===== config.mk =====
export PLATFORM = sky130hd
export DESIGN_NAME = gcdn_top
export DESIGN_NICKNAME = d
export VERILOG_FILES = /design/src/rtl/gcdn_top.sv
export SDC_FILE = /design/constraint.sdc
export NUM_CORES = 1
export LEC_CHECK = 0
export ABC_AREA = 1
export CAP_MARGIN = 40
export CORE_UTILIZATION = 58
export DETAILED_ROUTE_END_ITERATION = 8
export PLACE_DENSITY = 0.91
export SETUP_SLACK_MARGIN = 0.02
export SYNTH_ARGS = -nofsm -noshare
export SYNTH_HDL_FRONTEND = slang
export SYNTH_SLANG_ARGS = --single-unit

===== constraint.sdc =====
create_clock -name clk -period 2.55 [get_ports clk]
set_input_delay 0.51 -clock clk [delete_from_list [all_inputs] [get_ports clk]]
set_output_delay 0.51 -clock clk [all_outputs]
set_load 0.03 [all_outputs]

===== src/rtl/gcdn_top.sv =====
// gcdn_top: N-operand greatest-common-divisor engine.
// A single subtractive-Euclid datapath processes one step per cycle. It folds the
// operands left to right: gcd(gcd(gcd(op0,op1),op2),...).
// A one-cycle start pulse launches a job. The result appears on D with a one-cycle
// valid strobe, and D holds that value until the next result.
// Optional build macro: GCDN_EARLY_EXIT_EN. When it is defined, the engine finishes
// as soon as an intermediate gcd equals 1.
//
// state | meaning
// IDLE  | waiting for start; operands are latched on start
// CALC  | one subtract/compare step per cycle on (a, b)
// DONE  | result strobe cycle; start is ignored here
module gcdn_top #(
   parameter int WIDTH = 16,
   parameter int N     = 3
) (
   input  logic               clk,
   input  logic               rst_n,
   input  logic               start,
   input  logic [N*WIDTH-1:0] ops,
   output logic               busy,
   output logic               valid,
   output logic [WIDTH-1:0]   D
);

   // Reject illegal parameterisations at elaboration time.
   generate
      if (N < 2 || N > 16 || WIDTH < 2 || WIDTH > 32) begin : g_param_err
         $error("gcdn_top: N must be 2..16 and WIDTH must be 2..32");
      end
   endgenerate

   localparam int IDXW  = $clog2(N);
   localparam int DEPTH = 1 << IDXW;
   localparam logic [IDXW-1:0] LAST_IDX = IDXW'(N - 1);

   typedef enum logic [1:0] {
      S_IDLE = 2'd0,
      S_CALC = 2'd1,
      S_DONE = 2'd2
   } state_t;

   state_t            r_state;
   state_t            w_state_nxt;

   logic [WIDTH-1:0]  r_op [0:DEPTH-1];
   logic [WIDTH-1:0]  r_a;
   logic [WIDTH-1:0]  r_b;
   logic [WIDTH-1:0]  r_d;
   logic [IDXW-1:0]   r_idx;

   logic              w_term;
   logic              w_last;
   logic [WIDTH-1:0]  w_r;
   logic [IDXW-1:0]   w_idx_nxt;

   assign w_idx_nxt = r_idx + 1'b1;
   assign D         = r_d;

   // Pair termination test and the pair result r, checked in priority order.
   always_comb begin
      w_term = 1'b0;
      w_r    = r_a;
      if (r_a == '0) begin
         w_term = 1'b1;
         w_r    = r_b;
      end else if (r_b == '0 || r_a == r_b) begin
         w_term = 1'b1;
         w_r    = r_a;
      end
   end

`ifdef GCDN_EARLY_EXIT_EN
   // A gcd of 1 cannot shrink further, so the remaining operands are skipped.
   assign w_last = (r_idx == LAST_IDX) || (w_r == WIDTH'(1));
`else
   assign w_last = (r_idx == LAST_IDX);
`endif

   // State register.
   always_ff @(posedge clk or negedge rst_n) begin
      if (!rst_n) begin
         r_state <= S_IDLE;
      end else begin
         r_state <= w_state_nxt;
      end
   end

   // Next-state logic.
   always_comb begin
      w_state_nxt = r_state;
      case (r_state)
         S_IDLE:  if (start) w_state_nxt = S_CALC;
         S_CALC:  if (w_term && w_last) w_state_nxt = S_DONE;
         S_DONE:  w_state_nxt = S_IDLE;
         default: w_state_nxt = S_IDLE;
      endcase
   end

   // Status outputs decoded from the state.
   always_comb begin
      busy  = (r_state != S_IDLE);
      valid = (r_state == S_DONE);
   end

   // Datapath: operand capture, Euclid step, pair chaining and result register.
   always_ff @(posedge clk or negedge rst_n) begin
      if (!rst_n) begin
         r_a   <= '0;
         r_b   <= '0;
         r_d   <= '0;
         r_idx <= '0;
         for (int k = 0; k < DEPTH; k++) begin
            r_op[IDXW'(k)] <= '0;
         end
      end else begin
         case (r_state)
            S_IDLE: begin
               if (start) begin
                  for (int k = 0; k < N; k++) begin
                     r_op[IDXW'(k)] <= ops[k*WIDTH +: WIDTH];
                  end
                  r_a   <= ops[0 +: WIDTH];
                  r_b   <= ops[WIDTH +: WIDTH];
                  r_idx <= IDXW'(1);
               end
            end
            S_CALC: begin
               if (w_term) begin
                  if (w_last) begin
                     r_d <= w_r;
                  end else begin
                     r_a   <= w_r;
                     r_b   <= r_op[w_idx_nxt];
                     r_idx <= w_idx_nxt;
                  end
               end else if (r_a > r_b) begin
                  r_a <= r_a - r_b;
               end else begin
                  r_b <= r_b - r_a;
               end
            end
            default: ;
         endcase
      end
   end

endmodule

# Word level (Yosys, flattened, before mapping)
# Index checks and enable logic that the tools add are counted.
# word_totals
register_bits	84
input_bits	51
output_inout_bits	18
wordCells	59
# classes
add_sub_neg	3
n_lt_le_gt_ge	2
n_eq_ne	11
n_mux	22
bitwise_logic	1
n_reduce_logical	13
# op_table
cell	n
2-to-1 mux 16 bit	11
one-hot mux 16 bit (2 select lines)	2
binary-select mux 16 bit (select 2 bit)	1
logical NOT 16 bit	2
subtractor 16 bit	2
equality test 16 bit	1
greater-than comparator 16 bit	1
AND reduction 4 bit	3
!= test 3 bit, second input constant	3
2-to-1 mux 2 bit	4
!= test 2 bit, second input constant	4
one-hot mux 2 bit (2 select lines)	2
equality test 2 bit, second input constant	2
AND reduction 2 bit	2
nonzero test 2 bit	2
>= comparator 3 bit, second input constant	1
NOT 2 -> 3 bit	1
AND reduction 3 bit	1
adder 2 x 1 -> 2 bit, second input constant	1
equality test 2 x 1 -> 1 bit, second input constant	1
logical NOT 2 bit	1
2-to-1 mux 1 bit	2
logical AND 1 bit	1
logical OR 1 bit	1

# Logic depth before layout (Yosys ltp)
# Gate-level depths: netlist of the first run.
# depth
word_depth	8
depth_mapped	17

# Worst setup path before layout of the first run
# Ideal clock, no wire load.
# synth_timing
path_kind	register to register
start	register r_a[0]
end	register r_b[10]
t_arrival_ns	1.975
t_required_ns	2.433
path_slack_ns	0.457
stages_incl_launch_ff	17
n_path_buf	1
synth_period_minus_slack_ns	2.093
cell_sequence	dfrtp_1 -> inv_1 -> ha_1 -> fa_1 -> inv_1 -> nand2_1 -> nand2_1 -> nand2_1 -> nand2_1 -> nand2_1 -> nand2_1 -> nand2_4 -> nand2_4 -> inv_4 -> buf_6 -> nand3_1 -> nand2_1
# synth_via
elab_chain_len	6
# synth_rtl
element	line_no	source
start: declaration	47	logic [WIDTH-1:0] r_a;
start signal: assignment	123	r_a <= ops[0 +: WIDTH];
start signal: assignment	133	r_a <= w_r;
start signal: assignment	138	r_a <= r_a - r_b;
branches (longest 6 deep; another with subtractor 16 bit)	--	
end signal: assignment	124	r_b <= ops[WIDTH +: WIDTH];
end signal: assignment	134	r_b <= r_op[w_idx_nxt];
end signal: assignment	140	r_b <= r_b - r_a;
end: declaration	48	logic [WIDTH-1:0] r_b;
# Parallel ways; which one is timed is not known. The select of a mux whose other input is x is not followed.
# A chain may end at the register's enable or synchronous reset.

# Worst setup path after layout of the first run
# layout_timing
start	register r_a[0]
end	register r_b[12]
# The elaborated chain is that of the path after synthesis.

==> impl_metrics.ini, run 1 <==
[grt]
track_usage_pct = 35.1
grt_pass1_vias = 6371
grt_pass1_wl_mm = 30.3
antenna_found_initial = 0
grt_max_degree = 50
grt-ovfl-total = 0

[run_status]
status = finished, final reports clean

[cells_and_area]
seqCellArea_um2 = 2100
n_fill_cell = 794
stdcell_area_um2 = 7460
syn2layout_area_growth_pct = 18.2
nets = 1140
drive_gt1_share_pct = 10.4
diodes = 0
multiInputGateArea_um2 = 3540

[drt]
dr.first_iter.drc_count = 753
ant_nets = 0
viasPerCell = 5.56
vias = 6642
drc = 0
routedWlPerCell_um = 15.7
firstDrtPassIters = 5
routed_wl_mm = 18.8

[worst_setup_path]
worst_ep_required_time_ns = 2.81
critPathMaxStageDelay_ns = 0.47
slowest_stage = o21ai_0
crit_path_end_kind = register
cp_max_fo = 3
cpMostUsedCell = nand2_1
crit_type = reg2reg
worstPathCellList = buf_4 -> ha_1 -> fa_1 -> o21ai_0 -> nand2_1 -> nand3_1 -> nand2_1 -> nand3_1 -> nand2_1 -> nand3_1 -> nand2_1
cp-start-kind = register
worstPathArrival_ns = 2.67

[timing]
period_share_pct = 94.4
tns_ns = 0
setup_viol = 0
hold_viol = 0
maxSlewViolCount = 0
clock.fmax_mhz = 416
fin_skew_ns = 0.00777
tightest_slew_ns = 0.515
fin_crit_ns = 2.41
slew_headroom_pct = 65.3
rsz0062_at_grt = yes

[logic_synthesis]
syn_inst = 973
yosys_register_bits = 84
synth_nets = 1058
syn_area_um2 = 6310
yosysUniqueCellTypes = 36
synth.avg_cell_area_um2 = 6.48
yosys_warnings = 32
seq_area_frac_synth_pct = 33.3

[place]
port_buffers = 52
routabilityCongestion = 0.990
hpwlAfterDp_mm = 14.5
place_area_um2 = 7250

[power]
switching_share_pct = 23.6
p_int_uw = 1780
pwr-share-clk_pct = 38.7
power_frac_seq_pct = 57.1
share_comb_of_total_power_pct = 4.1
leakagePower_uw = 0.00416
ir_worst_vdd_uv = 359
netSwitchingPower_uw = 549
cellPowerDensity_nw_per_um2 = 312

[cts]
cts_buffers = 9
cts_sinks = 84
cts_tree = built
cts-root-buf = clkbuf_8
path_clk_slew_ns = 0.09
cts_buffer_depth = 2
clk_latency_ns = 0.36
h-tree-depth = 3

[worst_hold_path]
hold_class = in2async

[die]
io_pins = 69
die_area_um2 = 11300
die_h_um = 106
die_w_um = 106
fp-row-count = 37
initial_core_util_pct = 60.6
design.core.area_um2 = 10400

[job]
drv_cap = 0
==> path summary, 6_finish.rpt <==
path	depth (start not counted)	to	slack [ns]	start
max in group asynchronous	2	r_op[42]$_DFFE_PN0P_	1.82	rst_n
min in group clk	2	D[12]$_DFFE_PN0P_	0.49	D[12]$_DFFE_PN0P_
worst max register to register	11	r_b[12]$_DFFE_PN0P_	0.14	r_a[0]$_DFFE_PN0P_
worst min-delay path	1	r_op[49]$_DFFE_PN0P_	0.11	rst_n
worst max-delay path	11	r_b[12]$_DFFE_PN0P_	0.14	r_a[0]$_DFFE_PN0P_
worst min register to register	2	D[12]$_DFFE_PN0P_	0.49	D[12]$_DFFE_PN0P_
==> critical path, delay by kind of cell, from the launching register on <==
kind | cells | cell delay (ns)
adder cells (fa/ha/maj) | 2 | 0.67
AND/OR/NAND/NOR | 7 | 0.62
AO/OA/AOI/OAI | 1 | 0.47
flip-flops | 1 | 0.41
buffers and inverters | 1 | 0.14
==> metrics by stage <==
stage	worst slack (ns)	hold WS [ns]	cells	utilization (%)	total power, uW
finish	0.144	0.105	1195	71.6	2330
global route	0.00989	0.136	1195	71.6	2370
CTS	0.164	0.113	1194	71.3	2320
detailed placement	0.206	0.468	1179	69.6	1450
global placement	0.293	0.464	1179	69.6	1450
floorplan	0.457	0.214	973	-	1360
==> flip-flops by register name, summed over array words and instances (netlist names) <==
| name | flops |
|---|---|
| r_op | 32 |
| D | 16 |
| r_state | 2 |
| r_a | 16 |
| r_idx | 2 |
| r_b | 16 |
==> synthesized netlist by cell type <==
master / instances / share of area (%)
o31ai_1: 1 / 0.12
a21oi_1: 42 / 3.3
xor2_1: 7 / 0.97
buf_4: 3 / 0.36
o21ai_1: 9 / 0.71
o211ai_1: 6 / 0.71
nor2_1: 71 / 4.2
mux2_2: 15 / 2.7
clkinv_1: 2 / 0.12
buf_1: 1 / 0.059
nor2_2: 3 / 0.30
fa_1: 2 / 0.63
nand2_4: 2 / 0.36
nor2_4: 1 / 0.18
ha_1: 32 / 6.3
and2_1: 3 / 0.30
clkbuf_1: 12 / 0.71
buf_6: 2 / 0.36
nand2_2: 9 / 0.89
inv_4: 1 / 0.099
dfrtp_1: 84 / 33
nand3_1: 61 / 4.8
nand3_4: 1 / 0.28
a211oi_1: 1 / 0.12
inv_1: 131 / 7.8
o21ai_0: 34 / 2.7
o21bai_1: 2 / 0.24
or2_2: 1 / 0.099
nand2_1: 396 / 24
nand4_2: 1 / 0.20
a31oi_1: 4 / 0.40
buf_2: 11 / 0.87
mux2i_1: 4 / 0.63
nand4_1: 7 / 0.69
xnor2_1: 2 / 0.28
inv_2: 9 / 0.54
==> routing by layer <==
metal  wire length [um]  up-vias  GRT usage, %
met5                  0        -             0
met4                741        0          15.9
met3               1990       61          5.33
met2               8470      410          56.4
met1               7600     3002          46.8
li1                   -     3169             -
==> layout by cell type, fill, tap and decap left out, types with 3 or more instances in the layout <==
master / n
a21oi_1: 42
nand2_1: 396
buf_12: 4
nand3_1: 61
and2_1: 3
a31oi_1: 4
nor2_2: 3
ha_1: 31
mux2i_1: 4
inv_2: 9
dfrtp_1: 83
o21ai_1: 9
clkbuf_8: 11
o21ai_0: 34
nand4_1: 7
xor2_1: 7
buf_4: 45
inv_1: 131
nand2_2: 8
mux2_2: 15
clkdlybuf4s50_1: 51
o211ai_1: 6
nor2_1: 71
==> area by class of cell <==
type | instances | area share [%]
multi-input cells | 717 | 47.5
inverters | 143 | 7.23
repair buffers | 100 | 12.5
clock inverters | 4 | 0.336
well taps | 136 | 2.28
clock buffers | 11 | 2.03
flip-flops and latches | 84 | 28.2
==> power groups by stage <==
stage                     clock, uW  sequential (uW)  combinational, uW
after detailed placement          0             1360               97.2
final                           902             1330               96.5
after global routing            939             1330                105
after global placement            0             1360               94.1
after CTS                       896             1330               97.2
after floorplan                   0             1360               4.00
==> logic make-up after synthesis <==
logic type	Yosys count	share of synthesized area [%]
buf+inv	172	10.9
mux	19	3.31
flops	84	33.3
fa+ha+maj	34	6.98
simple gates	556	35.9
xor+xnor	9	1.25
compound gates	99	8.33
==> timing repair <==
action / in CTS / in global routing
gates resized for setup: 0 / 5
hold buffers: 0 / 0
endpoints found under the setup margin: 0 / 24
setup buffers: 0 / 1
(Power assumes the default switching activity.)
==> inputs of run 2 (changes only) <==
--- a/config.mk
+++ b/config.mk
@@ -7,6 +7,7 @@
 export LEC_CHECK = 0
 export ABC_AREA = 1
 export CAP_MARGIN = 40
+export CORE_MARGIN = 5
 export CORE_UTILIZATION = 58
 export DETAILED_ROUTE_END_ITERATION = 8
 export PLACE_DENSITY = 0.91
==> constraint.sdc (replaced) <==
create_clock -name clk -period 2.55 [get_ports clk]
set_input_delay 0.255 -clock clk [delete_from_list [all_inputs] [get_ports clk]]
set_output_delay 0.255 -clock clk [all_outputs]
set_load 0.03 [all_outputs]
==> run 2 against run 1 <==
Compared with the run above: clock-buffer cell count fell by 1; via count shrank 2.3%; power increased by 10%; wire length fell by 1.9%; global-route usage decreased by 5.7 points; final cell count is 0.42% lower; clock skew is 0.0089 ns higher; combinational power decreased by 2.2%; maximum frequency grew 1.4%; critical path depth increased by 1; clock power grew 26%; core utilization is 2.5 points lower.
==> impl_metrics.ini, run 2 (synthesis gave the netlist of run 1 again) <==
[die]
io_pins = 69
die_area_um2 = 13100
fp-row-count = 38
initial_core_util_pct = 58.7
die_w_um = 114
design.core.area_um2 = 10700
die_h_um = 114

[power]
cellPowerDensity_nw_per_um2 = 345
power_uw = 2560
ir_worst_vdd_uv = 340
leakagePower_uw = 0.00413

[worst_setup_path]
worstPathArrival_ns = 2.64
crit_family = simple AND/OR/NAND/NOR gates
r2r_end = D[1]$_DFFE_PN0P_
reg2regPathDepth = 12
worst_ep_required_time_ns = 2.82
worstPathCellList = inv_1 -> ha_1 -> nand2_1 -> inv_2 -> nand2_1 -> nor2_1 -> nand2_2 -> nand3_4 -> buf_4 -> nand2_1 -> buf_4 -> o21ai_0
crit_path_end_kind = register
r2r-start = r_a[3]$_DFFE_PN0P_
rrSetupSlack_ns = 0.18
crit_type = reg2reg
cp_num_buf_inv = 4
cp_max_fo = 12
slowest_stage = dfrtp_1
cpMostUsedCell = nand2_1
critPathMaxStageDelay_ns = 0.44
cp-start-kind = register

[drt]
firstDrtPassIters = 5
ant_nets = 0
drc = 0
routed_wl_mm = 18.4
routedWlPerCell_um = 15.5
viasPerCell = 5.46
dr.first_iter.drc_count = 594
vias = 6492

[grt]
grt-ovfl-total = 0
antenna_found_initial = 0
grt_pass1_wl_mm = 30.1
track_usage_pct = 29.4
grt_max_degree = 50
grt_pass1_vias = 6251

[timing]
period_share_pct = 93.0
fin_skew_ns = 0.0167
clock.fmax_mhz = 422
whs_ns = 0.366
setup_viol = 0
hold_viol = 0
tightest_slew_ns = 0.476
tns_ns = 0
rsz0062_at_grt = no
slew_headroom_pct = 68.3
maxSlewViolCount = 0
fin_crit_ns = 2.37

[cts]
post-cts-setup-buffers = 0
cts_tree = built
cts_sinks = 84
clk_latency_ns = 0.37
cts_buffer_depth = 2
h-tree-depth = 3
path_clk_slew_ns = 0.11
cts-root-buf = clkbuf_8
cts_buffers = 9

[cells_and_area]
mostFrequentLayoutCell = nand2_1
nets = 1130
n_fill_cell = 885
largest_register_ff_count = 32
syn2layout_area_growth_pct = 17.6
diodes = 0
regMostFlops = r_op
layout_common_cells = nand2_1, inv_1, dfrtp_1
drive_gt1_share_pct = 9.43

[job]
drv_cap = 0

[place]
routabilityCongestion = 1.03
hpwlAfterDp_mm = 14.3
port_buffers = 52

[run_status]
status = finished, final reports clean

[worst_hold_path]
hold_class = in2async
## run 2: changes by cell type in the layout (fill, tap and decap cells not counted), moves of 2 or more
cell / before / now
clkinv_2: 2 / 0
inv_6: 0 / 3
bufinv_16: 0 / 2
buf_4: 45 / 35
## run 2: worst max-delay path by stage
stage / from / endpoint / slack (ns) / cells past startpoint
final: r_a[3]$_DFFE_PN0P_ / D[1]$_DFFE_PN0P_ / 0.18 / 12
after global routing: r_b[3]$_DFFE_PN0P_ / D[1]$_DFFE_PN0P_ / 0.02 / 11
after CTS: r_a[0]$_DFFE_PN0P_ / r_b[0]$_DFFE_PN0P_ / 0.17 / 15
after detailed placement: r_a[0]$_DFFE_PN0P_ / r_b[12]$_DFFE_PN0P_ / 0.23 / 15
after global placement: r_a[0]$_DFFE_PN0P_ / r_b[12]$_DFFE_PN0P_ / 0.26 / 15
after floorplan: r_a[0]$_DFFE_PN0P_ / r_b[10]$_DFFE_PN0P_ / 0.46 / 16
## run 2: what timing repair did
action                                  4_1_cts  5_1_grt
endpoints found under the setup margin        0       11
hold buffers                                  1        0
gates resized for setup                       0        3
endpoints found under the hold margin        31        0
## run 2: per-stage QoR
stage / area (um^2) / setup WS [ns] / instances / utilization (%)
floorplan: 6310 / 0.457 / 973 / -
global placement: 7170 / 0.262 / 1173 / 66.7
detailed placement: 7170 / 0.229 / 1173 / 66.7
CTS: 7410 / 0.173 / 1190 / 69.0
global route: 7420 / 0.0213 / 1190 / 69.1
finish: 7420 / 0.178 / 1190 / 69.1
## run 2: final cells by class
cell class,count,area (um^2),area share [%]
well taps,140,175,2.36
multi-input cells,717,3530,47.6
clock buffers,10,138,1.85
repair buffers,90,843,11.4
inverters,143,539,7.26
flip-flops and latches,84,2100,28.3
clock inverters,6,93.8,1.26
## run 2: worst reg2reg max path, stage by stage, from the launching register on
cell and delay (ns):
dfrtp_1 0.44, inv_1 0.07, ha_1 0.42, nand2_1 0.15
inv_2 0.08, nand2_1 0.04, nor2_1 0.15, nand2_2 0.12
nand3_4 0.10, buf_4 0.18, nand2_1 0.11, buf_4 0.20
o21ai_0 0.23
## run 2: report_power, final
part	leakage, uW	internal [uW]	switching (uW)
registers	0.00106	1330	0
clock network	0.000114	590	549
logic	0.00296	49.6	44.8
total	0.00413	1970	593
## run 2: metal layers
| layer | global-route usage (%) | up-vias | share of wire [%] | wire [um] |
|---|---|---|---|---|
| li1 | - | 3148 | - | - |
| met1 | 39.0 | 2946 | 41 | 7490 |
| met2 | 47.5 | 330 | 46 | 8490 |
| met3 | 5.29 | 68 | 9.2 | 1700 |
| met4 | 12.4 | 0 | 4.1 | 764 |
| met5 | 0 | - | 0 | 0 |
